--- src/rtl/calc_compute_ctrl.sv ---
// Multi-cycle BCD compute sequencer for the keypad calculator.
// Optional integer divide on operator 13 when CALC_DIV_EN is defined.
module calc_compute_ctrl #(
  parameter logic [3:0] BLANK = 4'd15,
  parameter logic [3:0] MINUS = 4'd11,
  parameter logic [3:0] ERRC  = 4'd14
) (
  input  logic       clk,
  input  logic       rst_n,
  input  logic       start,
  input  logic [3:0] a1,
  input  logic [3:0] a0,
  input  logic [3:0] b1,
  input  logic [3:0] b0,
  input  logic [3:0] operator,
  output logic       busy,
  output logic       done,
  output logic       err,
  output logic [3:0] digit7,
  output logic [3:0] digit6,
  output logic [3:0] digit5,
  output logic [3:0] digit4
);

  typedef enum logic [2:0] {
    S_IDLE, S_LOAD, S_EXEC, S_CONV, S_FMT, S_DONE
  } state_t;

  state_t      state_q, state_d;
  logic [15:0] nib_q, nib_d;
  logic [3:0]  op_q, op_d;
  logic [6:0]  a_q, a_d, b_q, b_d;
  logic [13:0] mag_q, mag_d;
  logic [15:0] bcd_q, bcd_d;
  logic [3:0]  cnt_q, cnt_d;
  logic        neg_q, neg_d;
  logic        errf_q, errf_d;
  logic        err_q, err_d;
  logic [15:0] dig_q, dig_d;

  logic [6:0]  a_bin, b_bin;
  logic        nib_bad, op_ok;
  logic        is_add, is_sub, is_mul, is_div;
  logic [15:0] bcd_adj;
  logic [3:0]  f3, f2, f1, f0;
  logic        z3, z2, z1;
  logic [7:0]  b_ext;

`ifdef CALC_DIV_EN
  logic [7:0]  rem_q, rem_d, rem_try;
  logic [6:0]  quo_q, quo_d;
  logic        ge;
`endif

  assign a_bin = {3'b0, nib_q[15:12]} * 7'd10 + {3'b0, nib_q[11:8]};
  assign b_bin = {3'b0, nib_q[7:4]} * 7'd10 + {3'b0, nib_q[3:0]};
  assign nib_bad = (nib_q[15:12] > 4'd9) | (nib_q[11:8] > 4'd9) |
                   (nib_q[7:4] > 4'd9) | (nib_q[3:0] > 4'd9);
  assign is_add = (op_q == 4'd10);
  assign is_sub = (op_q == 4'd11);
  assign is_mul = (op_q == 4'd12);
`ifdef CALC_DIV_EN
  assign is_div = (op_q == 4'd13);
  assign op_ok  = is_add | is_sub | is_mul | (is_div & (b_bin != 7'd0));
  assign rem_try = {rem_q[6:0], quo_q[6]};
  assign ge = (rem_try >= b_ext);
`else
  assign is_div = 1'b0;
  assign op_ok  = is_add | is_sub | is_mul;
`endif
  assign b_ext = {1'b0, b_q};

  // Double-dabble add-3 correction on every BCD digit before the shift
  always_comb begin
    bcd_adj = bcd_q;
    for (int i = 0; i < 4; i++) begin
      if (bcd_q[i*4 +: 4] >= 4'd5)
        bcd_adj[i*4 +: 4] = bcd_q[i*4 +: 4] + 4'd3;
    end
  end

  // Leading-zero blanking and minus placement for the final digits
  always_comb begin
    z3 = (bcd_q[15:12] == 4'd0);
    z2 = z3 & (bcd_q[11:8] == 4'd0);
    z1 = z2 & (bcd_q[7:4] == 4'd0);
    f3 = z3 ? BLANK : bcd_q[15:12];
    f2 = z2 ? BLANK : bcd_q[11:8];
    f1 = z1 ? BLANK : bcd_q[7:4];
    f0 = bcd_q[3:0];
    if (neg_q) begin
      if (z1) f1 = MINUS;
      else    f2 = MINUS;
    end
  end

  // Next-state and datapath control
  always_comb begin
    state_d = state_q;
    nib_d   = nib_q;
    op_d    = op_q;
    a_d     = a_q;
    b_d     = b_q;
    mag_d   = mag_q;
    bcd_d   = bcd_q;
    cnt_d   = cnt_q;
    neg_d   = neg_q;
    errf_d  = errf_q;
    err_d   = err_q;
    dig_d   = dig_q;
`ifdef CALC_DIV_EN
    rem_d   = rem_q;
    quo_d   = quo_q;
`endif
    unique case (state_q)
      S_IDLE: begin
        if (start) begin
          nib_d   = {a1, a0, b1, b0};
          op_d    = operator;
          err_d   = 1'b0;
          state_d = S_LOAD;
        end
      end
      S_LOAD: begin
        a_d    = a_bin;
        b_d    = b_bin;
        mag_d  = 14'd0;
        bcd_d  = 16'd0;
        cnt_d  = 4'd0;
        neg_d  = 1'b0;
        errf_d = nib_bad | ~op_ok;
`ifdef CALC_DIV_EN
        rem_d  = 8'd0;
        quo_d  = a_bin;
`endif
        state_d = (nib_bad | ~op_ok) ? S_FMT : S_EXEC;
      end
      S_EXEC: begin
        unique case (1'b1)
          is_add: begin
            mag_d   = {7'b0, a_q} + {7'b0, b_q};
            state_d = S_CONV;
          end
          is_sub: begin
            mag_d   = (a_q < b_q) ? {7'b0, b_q - a_q} : {7'b0, a_q - b_q};
            neg_d   = (a_q < b_q);
            state_d = S_CONV;
          end
          is_mul: begin
            if (b_ext[cnt_q[2:0]])
              mag_d = mag_q + ({7'b0, a_q} << cnt_q[2:0]);
            cnt_d = cnt_q + 4'd1;
            if (cnt_q == 4'd6) begin
              cnt_d   = 4'd0;
              state_d = S_CONV;
            end
          end
`ifdef CALC_DIV_EN
          is_div: begin
            rem_d = ge ? rem_try - b_ext : rem_try;
            quo_d = {quo_q[5:0], ge};
            cnt_d = cnt_q + 4'd1;
            if (cnt_q == 4'd6) begin
              mag_d   = {7'b0, quo_q[5:0], ge};
              cnt_d   = 4'd0;
              state_d = S_CONV;
            end
          end
`endif
          default: state_d = S_FMT;
        endcase
      end
      S_CONV: begin
        bcd_d = {bcd_adj[14:0], mag_q[13]};
        mag_d = {mag_q[12:0], 1'b0};
        cnt_d = cnt_q + 4'd1;
        if (cnt_q == 4'd13) begin
          cnt_d   = 4'd0;
          state_d = S_FMT;
        end
      end
      S_FMT: begin
        if (errf_q) begin
          dig_d = {BLANK, BLANK, BLANK, ERRC};
          err_d = 1'b1;
        end else begin
          dig_d = {f3, f2, f1, f0};
        end
        state_d = S_DONE;
      end
      S_DONE: state_d = S_IDLE;
      default: state_d = S_IDLE;
    endcase
  end

  // State and datapath registers with synchronous active-low reset
  always_ff @(posedge clk) begin
    if (!rst_n) begin
      state_q <= S_IDLE;
      nib_q   <= 16'd0;
      op_q    <= 4'd0;
      a_q     <= 7'd0;
      b_q     <= 7'd0;
      mag_q   <= 14'd0;
      bcd_q   <= 16'd0;
      cnt_q   <= 4'd0;
      neg_q   <= 1'b0;
      errf_q  <= 1'b0;
      err_q   <= 1'b0;
      dig_q   <= {BLANK, BLANK, BLANK, BLANK};
`ifdef CALC_DIV_EN
      rem_q   <= 8'd0;
      quo_q   <= 7'd0;
`endif
    end else begin
      state_q <= state_d;
      nib_q   <= nib_d;
      op_q    <= op_d;
      a_q     <= a_d;
      b_q     <= b_d;
      mag_q   <= mag_d;
      bcd_q   <= bcd_d;
      cnt_q   <= cnt_d;
      neg_q   <= neg_d;
      errf_q  <= errf_d;
      err_q   <= err_d;
      dig_q   <= dig_d;
`ifdef CALC_DIV_EN
      rem_q   <= rem_d;
      quo_q   <= quo_d;
`endif
    end
  end

  assign busy   = (state_q != S_IDLE);
  assign done   = (state_q == S_DONE);
  assign err    = err_q;
  assign digit7 = dig_q[15:12];
  assign digit6 = dig_q[11:8];
  assign digit5 = dig_q[7:4];
  assign digit4 = dig_q[3:0];

endmodule

--- config.mk ---
export PLATFORM = sky130hd
export DESIGN_NAME = calc_compute_ctrl
export DESIGN_NICKNAME = d
export VERILOG_FILES = /design/src/rtl/calc_compute_ctrl.sv
export SDC_FILE = /design/constraint.sdc
export NUM_CORES = 1
export LEC_CHECK = 0
export ABC_AREA = 1
export CELL_PAD_IN_SITES_DETAIL_PLACEMENT = 1
export CELL_PAD_IN_SITES_GLOBAL_PLACEMENT = 1
export CORE_AREA = 2 2 152 117
export CTS_BUF_LIST = sky130_fd_sc_hd__clkbuf_16
export DETAILED_ROUTE_END_ITERATION = 8
export DIE_AREA = 0 0 154 119
export PLACE_DENSITY_LB_ADDON = 0.1
export SYNTH_ARGS = -nofsm -noshare
export SYNTH_HDL_FRONTEND = slang
export SYNTH_SLANG_ARGS = --single-unit
--- constraint.sdc ---
create_clock -name clk -period 3.3 [get_ports clk]
set_input_delay 0.99 -clock clk [delete_from_list [all_inputs] [get_ports clk]]
set_output_delay 0.99 -clock clk [all_outputs]
set_load 0.01 [all_outputs]
==> results of run 1 <==
-- area by class of cell --
cell class / instances / share of cell area
Clock buffer: 9 / 0.0300
Clock inverter: 7 / 0.0105
Tap cell: 220 / 0.0367
Multi-Input combinational cell: 737 / 0.548
Timing Repair Buffer: 46 / 0.0590
Sequential cell: 90 / 0.240
Inverter: 149 / 0.0752
-- stage by stage --
| stage | worst slack, ns | instance area (µm²) |
|---|---|---|
| 2_1_floorplan | 0.896 | 6630 |
| 3_3_place_gp | 0.508 | 7200 |
| 3_5_place_dp | 0.431 | 7200 |
| 4_1_cts | 0.391 | 7500 |
| 5_1_grt | 0.0652 | 7500 |
| 6_report | 0.345 | 7500 |
-- logic make-up (layout without fill, tap and decap cells) --
logic type / count (synthesis) / in the layout / share of synthesized area
xor gates and xnor gates: 20 / 20 / 0.0264
and+or+nand+nor: 428 / 428 / 0.282
AOI/OAI and AO/OA: 225 / 225 / 0.183
buffers and inverters: 178 / 211 / 0.108
DFF: 90 / 90 / 0.272
adders and majority gates: 63 / 63 / 0.128
muxes: 1 / 1 / 0.00151
-- layer usage --
layer,vias up,track usage
met2,73,0.341
li1,3319,-
met4,0,0.0496
met1,3061,0.351
met3,15,0.0284
met5,-,0
-- tightest hold or removal path, cell delays in order, from the launching register on --
cell and delay (ns):
dfxtp_1 0.32, nand2_1 0.06, a21oi_1 0.05
-- power groups by stage --
stage,Sequential (mW),Clock [mW],Combinational (mW)
final,1.28,1.06,1.19
after global routing,1.29,1.15,1.37
after CTS,1.28,1.09,1.20
after detailed placement,1.30,0,1.19
after global placement,1.30,0,1.17
after floorplan,1.26,0,0.889
-- state kept, by name (all words and copies together), names as in the netlist --
name / count
neg_q: 1
err: 1
mag_q: 14
dig_q: 16
a_q: 7
cnt_q: 4
b_q: 7
nib_q: 16
op_q: 4
bcd_q: 16
errf_q: 1
state_q: 3
-- placed cells by master, fill, tap and decap left out, drive strengths merged, types with 15 or more instances in the layout --
cell type / count
nor2: 88
dfxtp: 90
inv: 153
nand3: 62
ha: 55
a21oi: 94
nand2: 249
xor2: 15
o21ai: 98
clkdlybuf4s50: 40
-- path summary, 6_finish.rpt --
path                                 to  slack (ns)
hold / removal    bcd_q[6]$_SDFFE_PN0P_        0.48
setup reg to reg  mag_q[7]$_SDFFE_PN0P_        0.34
hold reg to reg   bcd_q[6]$_SDFFE_PN0P_        0.48
setup / recovery  mag_q[7]$_SDFFE_PN0P_        0.34
==> impl_metrics.tcl, run 1 <==
set metrics [dict create \
    status "finished clean" \
    die_x_um 154 \
    core-area_mm2 0.0171 \
    r2r_start "cnt_q[0]$_SDFFE_PN0P_" \
    antenna_cells 0 \
    timing.hold.ws_ns 0.478 \
    met1Wirelength_mm 11.1 \
    syn_nets 1091 \
    yosysMostFrequentCell "nand2_1" \
    synth_top_area_cell "dfxtp_1" \
    first_iter_violations 297 \
    rsz0062_at_grt "false" \
    critical_path_buf_inv_count 0 \
    clk_pin_slew_worst_paths_ns 0.08 \
    synth_top_area_frac 0.272 \
    cp.arrival_ns 3.24 \
    yosys_warnings 0 \
    finalNonFillerCells 1258 \
    wl_per_cell_um 16.0 \
    ios 42 \
    hold_depth 2 \
    gp_congestion 0.802 \
    routed-wl-met3_um 479 \
    worstHoldStart "bcd_q[6]$_SDFFE_PN0P_" \
    cap_violations 0 \
    fmax_mhz 338 \
    antenna_left 0 \
    die_y_um 119 \
    synthToLayoutAreaGrowth_pct 13.1 \
    netSwitchingPower_mw 1.41 \
    grt_max_degree 59 \
    pwr-share-comb 0.337 \
    syn-instance-count 1005 \
    ys_async_sr_fraction 0 \
    cts_tree "built" \
    crit_path_start "cnt_q[0]$_SDFFE_PN0P_" \
    hold_class "flip-flop to flip-flop" \
    worstPathRequired_ns 3.59 \
    fin_crit_sh 0.895 \
    synth_edf_count 0 \
    worstPathMaxFanout 21 \
    p_int_mw 2.12 \
    irDropWorstVdd_mv 0.279 \
    dp_cells 1242 \
    first_pass_iters 4 \
    cts_resized 0 \
    grt_pass1_vias 6539 \
    worstSkewPairLatency_ns 0.36 \
    r2r_cells 14 \
    path_delay_family "simple AND/OR/NAND/NOR gates" \
    hpwl_mm 15.6 \
    worstMarginPinSlew_ns 0.764 \
    synth_common_cells "nand2_1 (242), inv_1 (136), a21oi_1 (94)" \
    slowest_stage "dfxtp_1" \
    clock_sinks 90 \
    drc 0 \
    wl_met2_mm 8.31 \
    pwr-share-clk 0.301 \
    tns_ns 0 \
    avgSynthCellArea_um2 6.60 \
    num-fill-cells 2263 \
    antenna_found_initial 0 \
    path_depth 14 \
    cts_root_buf "clkbuf_16" \
    setup_violations 0 \
    vias_per_cell 5.14 \
    max_stage_delay_ns 0.73 \
    num_rows 42 \
    start_util 0.388 \
    grt_use_total 0.229 \
    nets 1119 \
    cts_hold_repair.buffers 0 \
    critPathKind "flip-flop to flip-flop" \
    port_buffers 41 \
    hold_violations 0 \
    critPathCaptureType "flip-flop" \
    cts_setup_buffers 0 \
    drv_slew 0 \
    max_slew_margin 0.490 \
    design.die.area_mm2 0.0183 \
    fin_skew_ns 0.0186 \
    power.density_mw_per_mm2 470 \
    fin_crit_ns 2.96 \
    cts_buffers 9 \
    grt_first_pass_wirelength_mm 34.0 \
    cts.path.max_buffers 2 \
    highest_layer "met4" \
    layout-drive-gt1-share 0.0645 \
    netSwitchingFraction 0.399 \
    power_frac_seq 0.362 \
    vias 6468 \
    multiInputGateArea_mm2 0.00412 \
    synth-main-ff-cell "dfxtp_1" \
    fin_util 0.439 \
    seq_area_frac_synth 0.272 \
    syn_area_mm2 0.00663 \
    path_cells "o21ai_0 > o21ai_0 > o21ai_0 > ha_1 > nand2_1 > nor2_1 > nand2_1 > nand3_1 > nand2_1 > nand3_1 > nand3_1 > nand2_1 > nand2_1 > a21oi_1" \
    postRouteWirelength_mm 20.1 \
    p_leak_nw 3.43 \
    yosysUniqueCellTypes 42 \
    ys_seq_elements 90 \
    synth_area_leaders "dfxtp_1 (27%), nand2_1 (14%), ha_1 (10%)" \
    crit_top_cell "nand2_1" \
    seqCellArea_mm2 0.00180 \
    h-tree-depth 3 \
    crit_path_start_kind "flip-flop" \
    power.total_mw 3.53 \
    grt-ovfl-total 0 \
]
Power figures use the tool's default switching activity.
==> inputs of run 2 (changes only) <==
- CELL_PAD_IN_SITES_DETAIL_PLACEMENT: 1 -> default
- CELL_PAD_IN_SITES_GLOBAL_PLACEMENT: 1 -> default
- PLACE_DENSITY_LB_ADDON: 0.1 -> default
- SETUP_SLACK_MARGIN: default -> 0.2
==> run 2 against run 1 <==
Non-clock buffer count increased by 1. Wire length decreased by 12%. Core utilization increased by 0.18 points. Worst setup slack improved by 0.18 ns.
==> impl_metrics.tcl, run 2 (synthesis results as in run 1) <==
set metrics [dict create \
    fin_util 0.441 \
    worstPathMaxFanout 5 \
    fin_crit_sh 0.842 \
    worstSkewPairLatency_ns 0.35 \
    hold_violations 0 \
    critPathKind "flip-flop to flip-flop" \
    max_slew_margin 0.525 \
    p_int_mw 2.25 \
    cts_root_buf "clkbuf_16" \
    cts_hold_repair.buffers 0 \
    crit_path_start_kind "flip-flop" \
    clock_sinks 90 \
    max_stage_delay_ns 0.47 \
    fmax_mhz 360 \
    netSwitchingFraction 0.373 \
    cts_setup_buffers 0 \
    grt_max_degree 59 \
    path_delay_family "simple AND/OR/NAND/NOR gates" \
    dp_slack_ns 0.458 \
    design.die.area_mm2 0.0183 \
    power.density_mw_per_mm2 477 \
    worstMarginPinSlew_ns 0.711 \
    power.total_mw 3.59 \
    cts.path.max_buffers 2 \
    drc 0 \
    start_util 0.388 \
    fin_crit_ns 2.78 \
    grt_pass1_vias 5703 \
    worstPathRequired_ns 3.58 \
    cts_buffers 9 \
    antenna_left 0 \
    cp.arrival_ns 3.06 \
    nets 1120 \
    path_cells "inv_1 > nand2_1 > o21ai_0 > nand2_1 > o21ai_0 > o21ai_0 > ha_1 > nand2_1 > nor2_1 > nand2_1 > nand3_1 > nand2_1 > nand3_1 > nand3_1 > nand2_1 > nand2_1 > a21oi_1" \
    critPathCaptureType "flip-flop" \
    wl_per_cell_um 14.1 \
    worstHoldStart "bcd_q[6]$_SDFFE_PN0P_" \
    h-tree-depth 3 \
    antenna_found_initial 0 \
    pwr-share-comb 0.327 \
    irDropWorstVdd_mv 0.311 \
    power_frac_seq 0.353 \
    r2r_setup_slack_ns 0.52 \
    crit_top_cell "nand2_1" \
    r2r_start "a_q[1]$_SDFFE_PN0P_" \
    fin_skew_ns 0.0140 \
    gp_congestion 0.918 \
    grt_first_pass_wirelength_mm 29.4 \
    hpwl_mm 13.4 \
    synthToLayoutAreaGrowth_pct 13.6 \
    vias_per_cell 5.04 \
    pwr-share-clk 0.320 \
    hold_class "flip-flop to flip-flop" \
    num_rows 42 \
    hold_end "bcd_q[6]$_SDFFE_PN0P_" \
    layout-drive-gt1-share 0.0654 \
    vias 6348 \
    r2r-end "mag_q[7]$_SDFFE_PN0P_" \
    p_leak_nw 3.45 \
    worst_slack_ns 0.520 \
    grt_use_total 0.199 \
    drv_slew 0 \
    cap_violations 0 \
    first_pass_iters 6 \
    biggestRegsByFlops "bcd_q: 16 flops, dig_q: 16 flops, nib_q: 16 flops" \
    cts_resized 0 \
    core-area_mm2 0.0171 \
    port_buffers 41 \
    status "finished clean" \
    first_iter_violations 479 \
    cts_tree "built" \
    hold_depth 2 \
    slowest_stage "dfxtp_1" \
    critical_path_buf_inv_count 1 \
    final_common_cell "nand2_1" \
    die_y_um 119 \
    rsz0062_at_grt "false" \
    netSwitchingPower_mw 1.34 \
    antenna_cells 0 \
    setup_violations 0 \
    tns_ns 0 \
    postRouteWirelength_mm 17.7 \
    clk_pin_slew_worst_paths_ns 0.07 \
    grt-ovfl-total 0 \
    ios 42 \
    die_x_um 154 \
    final_cell_mix "nand2_1 (242), inv_1 (137), a21oi_1 (94)" \
    r2r_cells 17 \
]
-- run 2: cell count changes in the layout (fill, tap and decap cells not counted), sizes merged --
| cell | delta |
|---|---|
| buf | +1 |
| bufinv | +2 |
| clkinv | -3 |
| clkinvlp | +2 |
| inv | -1 |
-- run 2: final cells by class --
type / instances / area, µm²
inverters: 149 / 564
repair buffers: 47 / 450
clock buffers: 9 / 225
flip-flops and latches: 90 / 1800
well taps: 220 / 275
clock inverters: 7 / 101
fillers: 1787 / 9540
multi-input cells: 737 / 4120
-- run 2: worst max path at each step --
stage          slack, ns  cells after the start             startpoint                     to
6_report            0.52                     17    a_q[1]$_SDFFE_PN0P_  mag_q[7]$_SDFFE_PN0P_
5_1_grt             0.23                     17    a_q[1]$_SDFFE_PN0P_  mag_q[7]$_SDFFE_PN0P_
4_1_cts             0.42                     14  cnt_q[0]$_SDFFE_PN0P_  mag_q[7]$_SDFFE_PN0P_
2_1_floorplan       0.90                     14  cnt_q[0]$_SDFFE_PN0P_  mag_q[4]$_SDFFE_PN0P_
3_5_place_dp        0.46                     14  cnt_q[0]$_SDFFE_PN0P_  mag_q[7]$_SDFFE_PN0P_
3_3_place_gp        0.47                     14  cnt_q[0]$_SDFFE_PN0P_  mag_q[7]$_SDFFE_PN0P_
-- run 2: power groups by stage --
stage,clock (mW),sequential [mW],combinational [mW]
floorplan,0,1.26,0.889
global placement,0,1.29,1.15
detailed placement,0,1.29,1.16
CTS,1.17,1.27,1.17
global route,1.21,1.28,1.33
finish,1.15,1.27,1.17
-- run 2: per-layer routing --
metal / global-route usage / vias to the layer above / part of all wire
li1: - / 3329 / -
met3: 0.0287 / 17 / 0.051
met1: 0.310 / 2844 / 0.54
met2: 0.283 / 158 / 0.39
met5: 0 / - / 0
met4: 0.0491 / 0 / 0.011
-- run 2: stage by stage --
step | hold slack (ns) | instances | area (µm²)
2_1_floorplan | 0.445 | 1005 | 6630
3_5_place_dp | 0.455 | 1243 | 7210
5_1_grt | 0.504 | 1259 | 7530
4_1_cts | 0.466 | 1259 | 7530
3_3_place_gp | 0.454 | 1243 | 7210
6_report | 0.468 | 1259 | 7530
-- run 2: worst min-delay path: stages, from the launching register on --
cell	delay, ns
dfxtp_1	0.31
nand2_1	0.06
a21oi_1	0.05
==> inputs of run 3 (changes only) <==
- clock period: 3.3 -> 2.3 ns (I/O delays scaled with it)
==> run 3 against run 2 <==
Wire length rose by 8.4%. Total power rose by 52%. Fmax rose by 20%. Non-clock buffer count rose by 58. The flow now finishes with violations (negative setup slack). Largest cell class unchanged.
==> impl_metrics.tcl, run 3 (synthesis results as in run 1) <==
set metrics [dict create \
    num_rows 42 \
    final_cell_mix "nand2_1 (214), inv_1 (126), a21oi_1 (84)" \
    r2r_start "cnt_q[0]$_SDFFE_PN0P_" \
    antenna_found_initial 0 \
    timing.hold.ws_ns 0.480 \
    clock_sinks 90 \
    core-area_mm2 0.0171 \
    power.total_mw 5.46 \
    worstPathMaxFanout 8 \
    fin_crit_ns 2.31 \
    drv_slew 0 \
    vias 6705 \
    fmax_mhz 433 \
    final_common_cell "nand2_1" \
    p_leak_nw 3.91 \
    first_pass_iters 5 \
    cts_tree "built" \
    antenna_left 0 \
    gp_congestion 0.925 \
    fin_skew_ns 0.00834 \
    vias_per_cell 5.09 \
    critPathCaptureType "flip-flop" \
    nets 1178 \
    h-tree-depth 3 \
    crit_path_start "cnt_q[0]$_SDFFE_PN0P_" \
    cts_buffers 9 \
    power.density_mw_per_mm2 629 \
    cts_root_buf "clkbuf_16" \
    biggestRegsByFlops "bcd_q: 16 flops, dig_q: 16 flops, nib_q: 16 flops" \
    fin_util 0.508 \
    critPathKind "flip-flop to flip-flop" \
    grt_first_pass_wirelength_mm 30.6 \
    worstHoldStart "nib_q[1]$_SDFFE_PN0P_" \
    ios 42 \
    antenna_cells 0 \
    slowest_stage "ha_1" \
    fin_crit_sh 1.00 \
    grt-ovfl-total 0 \
    layout-drive-gt1-share 0.225 \
    hold_class "flip-flop to flip-flop" \
    drc 0 \
    grt_max_degree 35 \
    synthToLayoutAreaGrowth_pct 30.7 \
    max_stage_delay_ns 0.38 \
    grt_use_total 0.206 \
    max_slew_margin 0.629 \
    worstMarginPinSlew_ns 0.553 \
    clk_pin_slew_worst_paths_ns 0.07 \
    cp.arrival_ns 2.53 \
    start_util 0.388 \
    worst_slack_ns -0.00976 \
    crit_path_start_kind "flip-flop" \
    die_x_um 154 \
    die_y_um 119 \
    cap_violations 0 \
    status "finished with violations" \
    crit_top_cell "nand2_1" \
    tns_ns -0.00976 \
    hpwl_mm 13.9 \
    worstSkewPairLatency_ns 0.35 \
    grt_pass1_vias 6033 \
    setup_violations 1 \
    wl_per_cell_um 14.6 \
    design.die.area_mm2 0.0183 \
    first_iter_violations 418 \
    hold_violations 0 \
    irDropWorstVdd_mv 0.379 \
    postRouteWirelength_mm 19.2 \
    rsz0062_at_grt "true" \
    cts.path.max_buffers 2 \
    violations "negative setup slack" \
    port_buffers 41 \
    path_cells "clkbuf_16 > o21ai_4 > nand2_2 > o21ai_2 > o21ai_1 > ha_1 > nand2_2 > nor2_2 > and2_1 > nand2_1 > nand2_1 > nand2_1 > nand3_1 > nand2_1 > nand2_1 > a21oi_1" \
    worstPathRequired_ns 2.53 \
]
[run 3: metrics by stage]
step / worst slack, ns / cell area, µm² / std cells
after floorplan: 0.190 / 6680 / 1005
after global placement: -0.111 / 7580 / 1288
after detailed placement: -0.0736 / 7580 / 1288
after CTS: 0.0492 / 7990 / 1310
after global routing: -0.195 / 8670 / 1317
final: -0.00976 / 8670 / 1317
[run 3: final timing paths]
path | slack, ns | depth (start not counted) | endpoint
worst min-delay path | 0.48 | 2 | nib_q[1]$_SDFFE_PN0P_
worst max register to register | -0.01 | 16 | mag_q[13]$_SDFFE_PN0P_
worst min register to register | 0.48 | 2 | nib_q[1]$_SDFFE_PN0P_
worst max-delay path | -0.01 | 16 | mag_q[13]$_SDFFE_PN0P_
[run 3: final cells by class]
type | instances | area (µm²)
tap | 220 | 275
sequential | 90 | 1820
clock inverter | 7 | 60.1
multi-input combinational | 737 | 4780
inverter | 149 | 567
clock buffer | 9 | 225
fill | 1653 | 8410
timing repair buffer | 105 | 948
[run 3: repair_timing]
action	CTS	global route
hold buffers	0	0
endpoints found under the hold margin	0	0
pin swaps	14	43
buffers inserted	6	6
setup endpoints to repair	15	15
gates cloned	0	1
gates resized for setup	40	140
[run 3: layer usage]
metal,wire [µm],vias to the layer above,track usage
li1,-,3455,-
met1,10100,3078,0.322
met3,1110,10,0.0404
met5,0,-,0
met4,138,0,0.0333
met2,7890,162,0.292
[run 3: critical path: cells and delay by family, from the launching register on]
kind	cells	cell delay, ns
and+or+nand+nor	10	0.85
adders and majority gates	1	0.38
buffers and inverters	1	0.17
DFF	1	0.37
AOI/OAI and AO/OA	4	0.42
[run 3: power by group]
part / switching (mW) / total [mW] / internal, mW
logic: 1.29 / 2.19 / 0.899
clock network: 0.691 / 1.45 / 0.754
registers: 0.137 / 1.82 / 1.69
total: 2.12 / 5.46 / 3.34
